## src/rtl/riscv_mc_pkg.sv

```systemverilog
// Shared encodings for the multi-cycle RV32I main controller: opcodes, FSM states,
// datapath select codes and trap causes.
package riscv_mc_pkg;

    localparam logic [6:0] OP_R     = 7'b0110011;
    localparam logic [6:0] OP_I     = 7'b0010011;
    localparam logic [6:0] OP_LD    = 7'b0000011;
    localparam logic [6:0] OP_ST    = 7'b0100011;
    localparam logic [6:0] OP_B     = 7'b1100011;
    localparam logic [6:0] OP_JAL   = 7'b1101111;
    localparam logic [6:0] OP_JALR  = 7'b1100111;
    localparam logic [6:0] OP_LUI   = 7'b0110111;
    localparam logic [6:0] OP_AUIPC = 7'b0010111;

    typedef enum logic [4:0] {
        S_FETCH, S_DECODE, S_EX_R, S_EX_I, S_EX_AUIPC, S_WB_ALU,
        S_EX_ADDR, S_MEM_LD, S_WB_LD, S_MEM_ST, S_EX_B, S_EX_J,
        S_JAL_WB, S_JAL_PC, S_EX_JALR, S_JALR_PC, S_WB_U, S_TRAP
    } state_e;

    localparam logic [2:0] IMM_I = 3'b000;
    localparam logic [2:0] IMM_S = 3'b001;
    localparam logic [2:0] IMM_B = 3'b010;
    localparam logic [2:0] IMM_J = 3'b011;
    localparam logic [2:0] IMM_U = 3'b100;

    localparam logic [1:0] SRCA_PC    = 2'b00;
    localparam logic [1:0] SRCA_OLDPC = 2'b01;
    localparam logic [1:0] SRCA_RS1   = 2'b10;

    localparam logic [1:0] SRCB_RS2  = 2'b00;
    localparam logic [1:0] SRCB_IMM  = 2'b01;
    localparam logic [1:0] SRCB_FOUR = 2'b10;

    localparam logic [1:0] ALU_ADD = 2'b00;
    localparam logic [1:0] ALU_BR  = 2'b01;
    localparam logic [1:0] ALU_R   = 2'b10;
    localparam logic [1:0] ALU_I   = 2'b11;

    localparam logic [1:0] RES_ALUOUT = 2'b00;
    localparam logic [1:0] RES_MEM    = 2'b01;
    localparam logic [1:0] RES_ALU    = 2'b10;
    localparam logic [1:0] RES_IMM    = 2'b11;

    localparam logic [1:0] CAUSE_NONE    = 2'b00;
    localparam logic [1:0] CAUSE_ILLEGAL = 2'b01;
    localparam logic [1:0] CAUSE_TIMEOUT = 2'b10;

endpackage

```

## src/rtl/mem_wait_timer.sv

```systemverilog
// Counts stalled memory cycles; flags a timeout in the cycle the stall count
// reaches MEM_TIMEOUT without memReady. MEM_TIMEOUT=0 never times out.
module mem_wait_timer #(
    parameter int MEM_TIMEOUT = 16
) (
    input  logic clk,
    input  logic rst,
    input  logic clr,
    input  logic waiting,
    input  logic memReady,
    output logic timeout
);

    localparam int CW = (MEM_TIMEOUT > 1) ? $clog2(MEM_TIMEOUT) : 1;
    localparam logic [CW-1:0] LIMIT = CW'((MEM_TIMEOUT > 0) ? MEM_TIMEOUT - 1 : 0);

    logic [CW-1:0] cnt_q, cnt_d;

    always_comb begin
        cnt_d = cnt_q;
        if (clr || memReady)
            cnt_d = '0;
        else if (waiting)
            cnt_d = cnt_q + CW'(1);
    end

    always_ff @(posedge clk) begin
        if (!rst)
            cnt_q <= '0;
        else
            cnt_q <= cnt_d;
    end

    // cnt_q holds completed stall cycles, so this cycle is stall number LIMIT+1
    assign timeout = (MEM_TIMEOUT != 0) && waiting && !memReady && (cnt_q == LIMIT);

endmodule

```

## src/rtl/mc_main_controller_hs.sv

```systemverilog
// Main-control FSM for the multi-cycle RV32I core with req/ready memory handshake,
// memory timeout, sticky trap and retired-instruction counter.
module mc_main_controller_hs
    import riscv_mc_pkg::*;
#(
    parameter int INSTRET_W   = 32,
    parameter int MEM_TIMEOUT = 16,
    parameter int EN_AUIPC    = 1
) (
    input  logic                 clk,
    input  logic                 rst,
    input  logic [6:0]           op,
    input  logic                 memReady,
    output logic                 memReq,
    output logic                 adrSrc,
    output logic                 memWrite,
    output logic                 IRWrite,
    output logic                 PCUpdate,
    output logic                 regWrite,
    output logic                 branch,
    output logic [2:0]           immSrc,
    output logic [1:0]           ALUSrcA,
    output logic [1:0]           ALUSrcB,
    output logic [1:0]           ALUOp,
    output logic [1:0]           resultSrc,
    output logic                 trap,
    output logic [1:0]           trapCause,
    output logic [INSTRET_W-1:0] instret
);

    state_e               state_q, state_d;
    logic [1:0]           cause_q, cause_d;
    logic                 trap_q;
    logic [INSTRET_W-1:0] instret_q;
    logic                 mem_wait, timeout, retire;

    // Kept separate from memReq so the timer input does not loop through the FSM block
    assign mem_wait = rst && (state_q == S_FETCH || state_q == S_MEM_LD || state_q == S_MEM_ST);

    mem_wait_timer #(.MEM_TIMEOUT(MEM_TIMEOUT)) u_timer (
        .clk      (clk),
        .rst      (rst),
        .clr      (!mem_wait),
        .waiting  (mem_wait),
        .memReady (memReady),
        .timeout  (timeout)
    );

    always_comb begin
        state_d   = state_q;
        cause_d   = cause_q;
        memReq    = 1'b0;
        adrSrc    = 1'b0;
        memWrite  = 1'b0;
        IRWrite   = 1'b0;
        PCUpdate  = 1'b0;
        regWrite  = 1'b0;
        branch    = 1'b0;
        immSrc    = IMM_I;
        ALUSrcA   = SRCA_PC;
        ALUSrcB   = SRCB_RS2;
        ALUOp     = ALU_ADD;
        resultSrc = RES_ALUOUT;

        case (state_q)
            S_FETCH: begin
                memReq    = 1'b1;
                ALUSrcB   = SRCB_FOUR;
                resultSrc = RES_ALU;
                IRWrite   = memReady;
                PCUpdate  = memReady;
                if (memReady) state_d = S_DECODE;
                else if (timeout) begin
                    state_d = S_TRAP;
                    cause_d = CAUSE_TIMEOUT;
                end
            end
            S_DECODE: begin
                ALUSrcA = SRCA_OLDPC;
                ALUSrcB = SRCB_IMM;
                immSrc  = IMM_B;
                case (op)
                    OP_R:         state_d = S_EX_R;
                    OP_I:         state_d = S_EX_I;
                    OP_LD, OP_ST: state_d = S_EX_ADDR;
                    OP_B:         state_d = S_EX_B;
                    OP_JAL:       state_d = S_EX_J;
                    OP_JALR:      state_d = S_EX_JALR;
                    OP_LUI:       state_d = S_WB_U;
                    OP_AUIPC: begin
                        if (EN_AUIPC != 0) state_d = S_EX_AUIPC;
                        else begin
                            state_d = S_TRAP;
                            cause_d = CAUSE_ILLEGAL;
                        end
                    end
                    default: begin
                        state_d = S_TRAP;
                        cause_d = CAUSE_ILLEGAL;
                    end
                endcase
            end
            S_EX_R: begin
                ALUSrcA = SRCA_RS1;
                ALUOp   = ALU_R;
                state_d = S_WB_ALU;
            end
            S_EX_I: begin
                ALUSrcA = SRCA_RS1;
                ALUSrcB = SRCB_IMM;
                ALUOp   = ALU_I;
                state_d = S_WB_ALU;
            end
            S_EX_AUIPC: begin
                ALUSrcA = SRCA_OLDPC;
                ALUSrcB = SRCB_IMM;
                immSrc  = IMM_U;
                state_d = S_WB_ALU;
            end
            S_WB_ALU: begin
                regWrite = 1'b1;
                state_d  = S_FETCH;
            end
            S_EX_ADDR: begin
                ALUSrcA = SRCA_RS1;
                ALUSrcB = SRCB_IMM;
                immSrc  = (op == OP_LD) ? IMM_I : IMM_S;
                state_d = (op == OP_LD) ? S_MEM_LD : S_MEM_ST;
            end
            S_MEM_LD: begin
                memReq = 1'b1;
                adrSrc = 1'b1;
                if (memReady) state_d = S_WB_LD;
                else if (timeout) begin
                    state_d = S_TRAP;
                    cause_d = CAUSE_TIMEOUT;
                end
            end
            S_WB_LD: begin
                resultSrc = RES_MEM;
                regWrite  = 1'b1;
                state_d   = S_FETCH;
            end
            S_MEM_ST: begin
                memReq   = 1'b1;
                memWrite = 1'b1;
                adrSrc   = 1'b1;
                if (memReady) state_d = S_FETCH;
                else if (timeout) begin
                    state_d = S_TRAP;
                    cause_d = CAUSE_TIMEOUT;
                end
            end
            S_EX_B: begin
                ALUSrcA = SRCA_RS1;
                ALUOp   = ALU_BR;
                branch  = 1'b1;
                state_d = S_FETCH;
            end
            S_EX_J: begin
                ALUSrcA = SRCA_OLDPC;
                ALUSrcB = SRCB_FOUR;
                state_d = S_JAL_WB;
            end
            S_JAL_WB: begin
                regWrite = 1'b1;
                ALUSrcA  = SRCA_OLDPC;
                ALUSrcB  = SRCB_IMM;
                immSrc   = IMM_J;
                state_d  = S_JAL_PC;
            end
            S_JAL_PC: begin
                PCUpdate = 1'b1;
                state_d  = S_FETCH;
            end
            S_EX_JALR: begin
                ALUSrcA = SRCA_RS1;
                ALUSrcB = SRCB_IMM;
                state_d = S_JALR_PC;
            end
            S_JALR_PC: begin
                PCUpdate = 1'b1;
                ALUSrcA  = SRCA_OLDPC;
                ALUSrcB  = SRCB_FOUR;
                state_d  = S_WB_ALU;
            end
            S_WB_U: begin
                resultSrc = RES_IMM;
                immSrc    = IMM_U;
                regWrite  = 1'b1;
                state_d   = S_FETCH;
            end
            S_TRAP: ;
            default: state_d = S_FETCH;
        endcase

        if (!rst) begin
            memReq    = 1'b0;
            adrSrc    = 1'b0;
            memWrite  = 1'b0;
            IRWrite   = 1'b0;
            PCUpdate  = 1'b0;
            regWrite  = 1'b0;
            branch    = 1'b0;
            immSrc    = IMM_I;
            ALUSrcA   = SRCA_PC;
            ALUSrcB   = SRCB_RS2;
            ALUOp     = ALU_ADD;
            resultSrc = RES_ALUOUT;
        end
    end

    // TRAP never returns to FETCH, so only genuine completions count
    assign retire = (state_d == S_FETCH) && (state_q != S_FETCH) && (state_q != S_TRAP);

    always_ff @(posedge clk) begin
        if (!rst) begin
            state_q   <= S_FETCH;
            cause_q   <= CAUSE_NONE;
            trap_q    <= 1'b0;
            instret_q <= '0;
        end else begin
            state_q <= state_d;
            cause_q <= cause_d;
            trap_q  <= (state_d == S_TRAP);
            if (retire) instret_q <= instret_q + INSTRET_W'(1);
        end
    end

    assign trap      = trap_q;
    assign trapCause = cause_q;
    assign instret   = instret_q;

endmodule

```

## config.mk

```make
export PLATFORM = sky130hd
export DESIGN_NAME = mc_main_controller_hs
export DESIGN_NICKNAME = d
export VERILOG_FILES = /design/src/rtl/riscv_mc_pkg.sv /design/src/rtl/mem_wait_timer.sv /design/src/rtl/mc_main_controller_hs.sv
export SDC_FILE = /design/constraint.sdc
export NUM_CORES = 1
export LEC_CHECK = 0
export ABC_AREA = 1
export ABC_CLOCK_PERIOD_IN_PS = 3150
export CELL_PAD_IN_SITES_DETAIL_PLACEMENT = 1
export CELL_PAD_IN_SITES_GLOBAL_PLACEMENT = 2
export CORE_ASPECT_RATIO = 1.4
export CORE_UTILIZATION = 29
export CTS_CLUSTER_SIZE = 25
export DETAILED_ROUTE_END_ITERATION = 10
export PLACE_DENSITY_LB_ADDON = 0.1
export SLEW_MARGIN = 0
export SYNTH_ARGS = -nofsm -noshare
export SYNTH_HDL_FRONTEND = slang
export SYNTH_SLANG_ARGS = --single-unit
```

## constraint.sdc

```tcl
create_clock -name clk -period 3.15 [get_ports clk]
set_clock_uncertainty 0.15 [all_clocks]
set_input_delay 0.7875 -clock clk [delete_from_list [all_inputs] [get_ports clk]]
set_output_delay 0.7875 -clock clk [all_outputs]
set_load 0.01 [all_outputs]
```

Word level (Yosys, flattened, before mapping)
Cells that the tools add are included.
Widths: inputs -> output; s select.
{ "word_totals": {"register_bits": 44, "out_inout_bits": 53} }
{ "classes": {"reduce_logical": 28, "n_mux": 36, "bitwise_logic": 1, "n_eq_ne": 32, "addsub": 2} }
{ "op_table": {"columns": ["operator", "count"], "rows": [
  ["$pmux 5 s10", 1],
  ["$eq 5x4->1 const B", 8],
  ["$pmux 5 s8", 1],
  ["$add 32x1->32 const B", 1],
  ["$eq 7x6->1 const B", 3],
  ["$eq 7x7->1 const B", 3],
  ["$eq 5x3->1 const B", 4],
  ["$mux 5", 4],
  ["$eq 5x5->1 const B", 3],
  ["$eq 7x5->1 const B", 2],
  ["$mux 1", 14],
  ["$mux 2", 7],
  ["$pmux 2 s2", 3],
  ["$pmux 2 s3", 2],
  ["$pmux 3 s4", 1],
  ["$eq 5x2->1 const B", 2],
  ["$logic_not 5->1", 2],
  ["$reduce_or 2->1", 5],
  ["$reduce_or 5->1", 2],
  ["$reduce_or 9->1", 1],
  ["$reduce_or 4->1", 2],
  ["$eq 7x2->1 const B", 1],
  ["$reduce_or 3->1", 2],
  ["$reduce_or 6->1", 1],
  ["16 further kinds", 24]
]} }

Logic depth before layout (Yosys ltp)
Gate-level depths: netlist (run 1).
{ "depth": {"ltp_word": 12, "mapped_depth": 15, "mapped_depth_nobuf": 14} }

By module
A second synthesis (run 1) with hierarchy kept.
{ "hier_totals": {"hier_cells": 496, "area_unflattened_um2": 3175.5} }
{ "by_module_without_submodules": {"columns": ["module", "instances", "area_each_um2", "seq_area_each_um2", "cells_each"], "rows": [
  ["mc_main_controller_hs", 1, 2982.9, 800.8, 470],
  ["mem_wait_timer", 1, 192.7, 80.1, 26]
]} }

Worst setup path before layout (run 1)
No wires, ideal clock.
{ "synth_timing": {"kind": "input to output", "start": "input op[1]", "end": "output immSrc[0]", "setup_slack_ns": 0.774, "path_stages": 7, "t_arrival_ns": 1.438, "n_path_buf": 0, "required_ns": 2.213, "path_cell_list": "nand2_1 -> inv_1 -> nand3_1 -> nor2_1 -> nor2_1 -> nor2_1 -> nor2_1"} }
{ "synth_between": {"elab_chain_len": 4} }
{ "synth_rtl": {"columns": ["item", "line", "source"], "rows": [
  ["start, declared", "mc_main_controller_hs.sv:12", "input logic [6:0] op,"],
  ["$eq 7x2->1", "mc_main_controller_hs.sv:127", "immSrc = (op == OP_LD) ? IMM_I : IMM_S;"],
  ["$mux 1", "mc_main_controller_hs.sv:127", null],
  ["$pmux 3 s4", "mc_main_controller_hs.sv:65", "case (state_q)"],
  ["$mux 3", "mc_main_controller_hs.sv:197", "if (!rst) begin"],
  ["end, declared", "mc_main_controller_hs.sv:21", "output logic [2:0] immSrc,"]
]} }
Every way passes these cells.

Worst setup path in the final report (run 1)
{ "layout_timing": {"start": "input rst", "end": "output memReq"} }
{ "layout_between": {"elab_chain_len": 1} }
{ "layout_rtl": {"columns": ["item", "line", "source"], "rows": [
  ["start, declared", "mc_main_controller_hs.sv:11", "input logic rst,"],
  ["$mux 1", "mc_main_controller_hs.sv:197", null],
  ["end, declared", "mc_main_controller_hs.sv:14", "output logic memReq,"]
]} }
Every way passes these cells.

==> insert_results.sql, run 1 <==
INSERT INTO impl_metrics (metric_group, metric, value, unit) VALUES
('status', 'run_status', 'finished, final reports clean', ''),
('critical_path', 'worst-endpoint-required', '2.21', 'ns'),
('logic_synthesis', 'yosysWarnings', '0', ''),
('placed_design', 'placement.io_buffers', '62', ''),
('sta', 'timing.final.max_slew_violations', '0', ''),
('power', 'power_leakage', '0.001760', 'uW'),
('critical_path', 'timing.critical_path.to_type', 'output port', ''),
('critical_path', 'setup.worst_path.class', 'in2out', ''),
('clock_tree', 'insertion_delay', '0.29', 'ns'),
('clock_tree', 'number_of_clock_buffers_inserted_by_tritoncts', '5', ''),
('logic_synthesis', 'synthArstFlopShare', '0', '%'),
('logic_synthesis', 'synth_seq_area_share', '29.24', '%'),
('sta', 'final_hold_viol_count', '0', ''),
('sta', 'layout_min_cycle_time', '3.038', 'ns'),
('die', 'die-area', '10810', 'um^2'),
('critical_path', 'r2r_cells', '9', ''),
('power', 'share_seq_of_total_power', '31.5', '%'),
('grt', 'antenna_violations_before_repair', '0', ''),
('logic_synthesis', 'synth_edf_count', '0', ''),
('routing', 'route.detailed.vias_per_inst', '4.890', ''),
('run', 'reported_max_cap_violation_count', '0', ''),
('routing', 'post-route-drc-count', '0', ''),
('placed_design', 'placement.setup.worst_slack', '-0.2003', 'ns'),
('routing', 'drt_pass_1_iters', '6', ''),
('critical_path', 'path_cells', 'clkdlybuf4s50_1, buf_4, nand2_1, inv_1, clkdlybuf4s50_1', ''),
('grt', 'grt_remaining_overflow', '0', ''),
('layout', 'drive_gt1_share', '11.88', '%'),
('layout', 'syn_to_final_growth', '39.62', '%'),
('routing', 'wl', '10760', 'um'),
('routing', 'drtIter0Drc', '125', ''),
('clock_tree', 'cts-root-to-sink-buffers', '2', ''),
('clock_tree', 'cts_hold_repair.buffers', '0', ''),
('grt', 'grt_start_max_net_pins', '31', ''),
('clock_tree', 'clkSinkCount', '44', ''),
('critical_path', 'timing.reg2reg.setup_slack', '0.67', 'ns'),
('critical_path', 'worst-path-max-fanout', '4', ''),
('power', 'switching_power', '703.1', 'uW'),
('power', 'p_int', '1297', 'uW'),
('routing', 'ant_nets', '0', ''),
('logic_synthesis', 'ys_ff_latch', '44', ''),
('worst_hold_path', 'hold_class', 'reg2reg', ''),
('critical_path', 'crit_path_start_kind', 'input pin', ''),
('layout', 'multiInputGateArea', '1918', 'um^2'),
('power', 'power.density', '475.4', 'nW/um^2'),
('power', 'clkPwrFrac', '32.1', '%'),
('clock_tree', 'cts.reportedPaths.clkPinSlew', '0.06', 'ns'),
('layout', 'layout.core_utilization', '42.04', '%'),
('logic_synthesis', 'syn_avg_cell_area', '6.251', 'um^2'),
('layout', 'fillCellCount', '1334', ''),
('sta', 'fmax', '329.2', 'MHz'),
('placed_design', 'gpl.final_weighted_congestion', '0.8708', ''),
('power', 'fin_total_pwr', '2000', 'uW'),
('layout', 'final-instance-count-excl-fill', '699', ''),
('sta', 'tightest_slew', '0.5436', 'ns'),
('worst_hold_path', 'worst_hold_path_cells', '1', ''),
('layout', 'layout.cells.most_common_list', 'sky130_fd_sc_hd__nand2_1, sky130_fd_sc_hd__nor2_1, sky130_fd_sc_hd__a21oi_1', ''),
('logic_synthesis', 'postSynth.topFlopCell', 'sky130_fd_sc_hd__dfxtp_1', ''),
('die', 'die_height', '122.6', 'um'),
('critical_path', 'critical_path.most_common_cell', 'sky130_fd_sc_hd__clkdlybuf4s50_1', ''),
('power', 'vdd_ir_drop_max', '0.2578', 'mV'),
('clock_tree', 'cts.htree.levels', '2', ''),
('layout', 'leading_cell_type_in_the_layout_fill_and_taps_excluded', 'sky130_fd_sc_hd__nand2_1', ''),
('layout', 'register_area', '882.1', 'um^2'),
('critical_path', 'worst-endpoint-arrival', '2.10', 'ns'),
('placed_design', 'placed_cells', '691', ''),
('placed_design', 'place_hpwl', '8547', 'um'),
('sta', 'final_critical_path_setup_slack', '0.1121', 'ns'),
('die', 'placeableCoreArea', '10010', 'um^2'),
('grt', 'grt_pass1_wl', '17600', 'um'),
('clock_tree', 'cts_tree', 'done', ''),
('grt', 'first_global_vias', '3613', '');
==> flip-flops by register name, summed over array words and instances (netlist names) <==
name           flops
state_q            5
trapCause          2
instret           32
trap               1
u_timer.cnt_q      4
==> metal layers <==
| layer | track usage [%] | routed length [um] | up-vias |
|---|---|---|---|
| met1 | 21.32 | 4068 | 1602 |
| met3 | 1.883 | 216 | 17 |
| met4 | 9.173 | 336 | 0 |
| met5 | 0 | 0 | - |
| li1 | - | - | 1735 |
| met2 | 43.56 | 6135 | 64 |
==> power by group through the flow <==
stage | sequential [uW] | clock (uW) | combinational (uW)
floorplan | 638 | 0 | 410
global placement | 643 | 0 | 723
detailed placement | 641 | 0 | 731
CTS | 630 | 662 | 731
global route | 638 | 673 | 796
finish | 630 | 642 | 727
==> cells by family (layout without fill, tap and decap cells) <==
family	Yosys count	in the layout	share of synthesized area, %
adder cells (fa/ha/maj)	2	2	0.8304
AO/OA/AOI/OAI	60	60	10.47
flip-flops	44	44	29.24
AND/OR/NAND/NOR	290	290	42.82
buffers and inverters	56	138	7.932
XOR/XNOR	30	30	8.721
==> final timing paths <==
| kind | start | endpoint |
|---|---|---|
| worst max-delay path | rst | memReq |
| worst min-delay path | u_timer.cnt_q[0]$_SDFFE_PP0N_ | u_timer.cnt_q[0]$_SDFFE_PP0N_ |
| worst max register to register | instret[0]$_SDFFE_PN0P_ | instret[28]$_SDFFE_PN0P_ |
| worst min register to register | u_timer.cnt_q[0]$_SDFFE_PP0N_ | u_timer.cnt_q[0]$_SDFFE_PP0N_ |
==> critical path, delay by kind of cell <==
kind                   cells  cell delay [ns]
buffers and inverters      4             1.25
and+or+nand+nor            1             0.06
==> final cells by class <==
cell class,instances,share of cell area [%]
Multi-Input combinational cell,382,45.60
Inverter,42,3.748
Timing Repair Buffer,88,21.33
Clock inverter,1,0.7139
Tap cell,135,4.015
Clock buffer,7,3.629
Sequential cell,44,20.97
==> synthesized netlist by cell type, types with 2 or more instances <==
| master | number | area share (%) |
|---|---|---|
| sky130_fd_sc_hd__nand4_1 | 6 | 1.2 |
| sky130_fd_sc_hd__buf_4 | 7 | 1.7 |
| sky130_fd_sc_hd__nor2_1 | 73 | 9.1 |
| sky130_fd_sc_hd__nand3_1 | 49 | 8.1 |
| sky130_fd_sc_hd__a21oi_1 | 51 | 8.5 |
| sky130_fd_sc_hd__nor2_4 | 2 | 0.75 |
| sky130_fd_sc_hd__nand3_2 | 3 | 1.0 |
| sky130_fd_sc_hd__inv_2 | 10 | 1.2 |
| sky130_fd_sc_hd__nand2_2 | 5 | 1.0 |
| sky130_fd_sc_hd__inv_1 | 32 | 4.0 |
| sky130_fd_sc_hd__clkbuf_1 | 5 | 0.62 |
| sky130_fd_sc_hd__a31oi_1 | 5 | 1.0 |
| sky130_fd_sc_hd__nor4_1 | 3 | 0.62 |
| sky130_fd_sc_hd__xor2_1 | 21 | 6.1 |
| sky130_fd_sc_hd__buf_2 | 2 | 0.33 |
| sky130_fd_sc_hd__ha_1 | 2 | 0.83 |
| sky130_fd_sc_hd__xnor2_1 | 9 | 2.6 |
| sky130_fd_sc_hd__nor2_2 | 3 | 0.62 |
| sky130_fd_sc_hd__dfxtp_1 | 44 | 29 |
| sky130_fd_sc_hd__nand2_1 | 123 | 15 |
| sky130_fd_sc_hd__nor3_1 | 19 | 3.2 |
==> per-stage QoR <==
step / TNS [ns] / area [um^2] / hold WS, ns
after floorplan: 0 / 3013 / 0.2676
after global placement: -0.1635 / 3979 / 0.2826
after detailed placement: -0.8471 / 3979 / 0.2878
after CTS: 0 / 4158 / 0.3029
after global routing: 0 / 4207 / 0.3270
final: 0 / 4207 / 0.2991
==> repair_timing <==
action / 4_1_cts / 5_1_grt
hold endpoints to repair: 0 / 0
resized for setup: 6 / 18
pin swaps: 0 / 1
setup endpoints to repair: 5 / 14
Note: power is estimated with default switching activity, not from simulation.
==> inputs of run 2 (changes only) <==
Settings changed: CTS_CLUSTER_SIZE 25 to unset.
==> results of run 2 <==
The final DEF is identical to that of run 1; final timing and power are the same.
==> inputs of run 3 (changes only) <==
Settings changed: ABC_CLOCK_PERIOD_IN_PS 3150 to 3700.
Clock period 3.15 ns to 3.7 ns, I/O delays scaled along.
==> run 3 against run 2 <==
Net effect: via count is 1.8% lower; combinational power is 25% lower; setup slack better by 0.15 ns; core utilization is 2.1 points lower; power is 21% lower; global-route usage is 0.94 points lower; sequential power is 15% lower; critical path depth is 1 lower; final cell count is 2.0% lower; critical path type unchanged.
==> insert_results.sql, run 3 (same netlist as run 1, synthesis figures left out) <==
INSERT INTO impl_metrics (metric_group, metric, value, unit) VALUES
('layout', 'layout.cells.most_common_list', 'sky130_fd_sc_hd__nand2_1, sky130_fd_sc_hd__nor2_1, sky130_fd_sc_hd__clkdlybuf4s50_1', ''),
('clock_tree', 'number_of_clock_buffers_inserted_by_tritoncts', '5', ''),
('sta', 'slew-limit-headroom', '64.22', '%'),
('clock_tree', 'cts_hold_repair.buffers', '0', ''),
('grt', 'first_global_vias', '3500', ''),
('clock_tree', 'postCtsSetupRepairBufs', '0', ''),
('critical_path', 'worst-path-max-fanout', '12', ''),
('power', 'fin_total_pwr', '1589', 'uW'),
('layout', 'syn_to_final_growth', '32.68', '%'),
('grt', 'global_route.usage.total', '20.48', '%'),
('placed_design', 'postPlaceCellArea', '3824', 'um^2'),
('routing', 'ant_nets', '0', ''),
('sta', 'final-setup-viol-count', '0', ''),
('grt', 'antenna_violations_before_repair', '0', ''),
('grt', 'grt_remaining_overflow', '0', ''),
('critical_path', 'crit_path_start_kind', 'input pin', ''),
('sta', 'fmax', '290.5', 'MHz'),
('routing', 'via_count', '3356', ''),
('sta', 'timing.final.max_slew_violations', '0', ''),
('placed_design', 'placement.setup.worst_slack', '-0.002905', 'ns'),
('clock_tree', 'cts.reportedPaths.clkPinSlew', '0.06', 'ns'),
('grt', 'grt_start_max_net_pins', '35', ''),
('sta', 'fin_tns_setup', '0', 'ns'),
('routing', 'detail_route.wl_per_cell', '15.24', 'um'),
('sta', 'tightest_slew', '0.5326', 'ns'),
('routing', 'post-route-drc-count', '0', ''),
('sta', 'final_hold_viol_count', '0', ''),
('routing', 'drtIter0Drc', '86', ''),
('layout', 'leading_cell_type_in_the_layout_fill_and_taps_excluded', 'sky130_fd_sc_hd__nand2_1', ''),
('power', 'power.density', '397.5', 'nW/um^2'),
('layout', 'fillCellCount', '1331', ''),
('clock_tree', 'cts_tree', 'done', ''),
('placed_design', 'placement.io_buffers', '62', ''),
('sta', 'layout_min_cycle_time', '3.442', 'ns'),
('critical_path', 'worst-endpoint-arrival', '2.37', 'ns'),
('sta', 'grt_setup_unrepaired', 'no', ''),
('layout', 'final_area', '3998', 'um^2'),
('critical_path', 'timing.critical_path.to_type', 'output port', ''),
('layout', 'largest_register_ff_count', '32', ''),
('sta', 'final_critical_path_setup_slack', '0.2582', 'ns'),
('routing', 'route.detailed.vias_per_inst', '4.899', ''),
('critical_path', 'critical_path.most_common_cell', 'sky130_fd_sc_hd__clkdlybuf4s50_1', ''),
('die', 'die-area', '10810', 'um^2'),
('critical_path', 'cp_slowest_cell', 'sky130_fd_sc_hd__clkdlybuf4s50_1', ''),
('layout', 'drive_gt1_share', '8.727', '%'),
('die', 'top_level_ports', '63', ''),
('clock_tree', 'cts_root_buf', 'sky130_fd_sc_hd__clkbuf_16', ''),
('critical_path', 'setup.worst_path.class', 'in2out', ''),
('critical_path', 'worst-endpoint-required', '2.62', 'ns'),
('layout', 'num_antenna_cells', '0', ''),
('clock_tree', 'clkSinkCount', '44', ''),
('critical_path', 'crit_buf_inv', '3', ''),
('critical_path', 'timing.critical_path.slowest_cell_delay', '0.58', 'ns'),
('routing', 'wl', '10440', 'um'),
('grt', 'grt_pass1_wl', '16970', 'um'),
('layout', 'layout.core_utilization', '39.95', '%'),
('clock_tree', 'insertion_delay', '0.29', 'ns'),
('run', 'reported_max_cap_violation_count', '0', ''),
('status', 'run_status', 'finished, final reports clean', ''),
('die', 'placeableCoreArea', '10010', 'um^2'),
('power', 'vdd_ir_drop_max', '0.1726', 'mV'),
('clock_tree', 'cts-root-to-sink-buffers', '2', ''),
('die', 'std_cell_rows', '43', ''),
('clock_tree', 'cts.htree.levels', '2', ''),
('die', 'initial_utilization', '30.11', '%'),
('die', 'die_height', '122.6', 'um'),
('routing', 'drt_pass_1_iters', '4', ''),
('layout', 'finalNetCount', '561', ''),
('placed_design', 'place_hpwl', '8240', 'um'),
('power', 'power_leakage', '0.001487', 'uW'),
('critical_path', 'path_delay_family', 'buffers and inverters', ''),
('placed_design', 'gpl.final_weighted_congestion', '0.8555', ''),
('sta', 'fin_crit_sh', '93.02', '%'),
('critical_path', 'path_cells', 'clkdlybuf4s50_1, inv_2, nor4_1, clkdlybuf4s50_1', ''),
('die', 'die_width', '88.15', 'um'),
('worst_hold_path', 'hold_class', 'reg2reg', '');
run 3: cell count changes in the layout (fill, tap and decap cells not counted), sizes merged:
cell,delta
buf,-14
dlygate4sd2,-5
clkinv,+1
clkbuf,-1
clkdlybuf4s50,+14
dlymetal6s2s,-9
run 3: through the flow:
step                std cells  hold slack [ns]
floorplan                 482           0.2676
global placement          677           0.2817
detailed placement        677           0.2890
CTS                       685           0.3043
global route              685           0.3333
finish                    685           0.2985
run 3: metal layers:
layer | track usage [%] | share of wire [%] | vias to the layer above
met5 | 0 | 0 | -
met4 | 7.258 | 2.3 | 0
met3 | 1.816 | 2.3 | 15
met2 | 42.49 | 57 | 57
met1 | 20.26 | 38 | 1582
li1 | - | - | 1702
run 3: layout make-up:
cell class / instances / area, um^2 / area share (%)
Clock buffer: 6 / 128.9 / 3.224
Clock inverter: 2 / 35.03 / 0.8764
Sequential cell: 44 / 880.8 / 22.03
Tap cell: 135 / 168.9 / 4.225
Inverter: 42 / 157.7 / 3.944
Multi-Input combinational cell: 382 / 1901 / 47.54
Timing Repair Buffer: 74 / 725.7 / 18.15
run 3: final timing paths:
| path | startpoint | endpoint | slack (ns) | cells after the start |
|---|---|---|---|---|
| max | rst | ALUOp[1] | 0.26 | 4 |
| min | u_timer.cnt_q[0]$_SDFFE_PP0N_ | u_timer.cnt_q[0]$_SDFFE_PP0N_ | 0.30 | 1 |
| max reg2reg | instret[0]$_SDFFE_PN0P_ | instret[28]$_SDFFE_PN0P_ | 1.19 | 9 |
| min reg2reg | u_timer.cnt_q[0]$_SDFFE_PP0N_ | u_timer.cnt_q[0]$_SDFFE_PP0N_ | 0.30 | 1 |
run 3: report_power, final:
part | switching (uW) | internal [uW] | total [uW]
Clock | 191 | 318 | 509
Combinational | 345 | 197 | 543
Sequential | 37.9 | 499 | 537
run 3: what timing repair did:
item	in CTS	in global routing
endpoints found under the setup margin	1	1
pin swaps	0	1
gates resized for setup	1	3
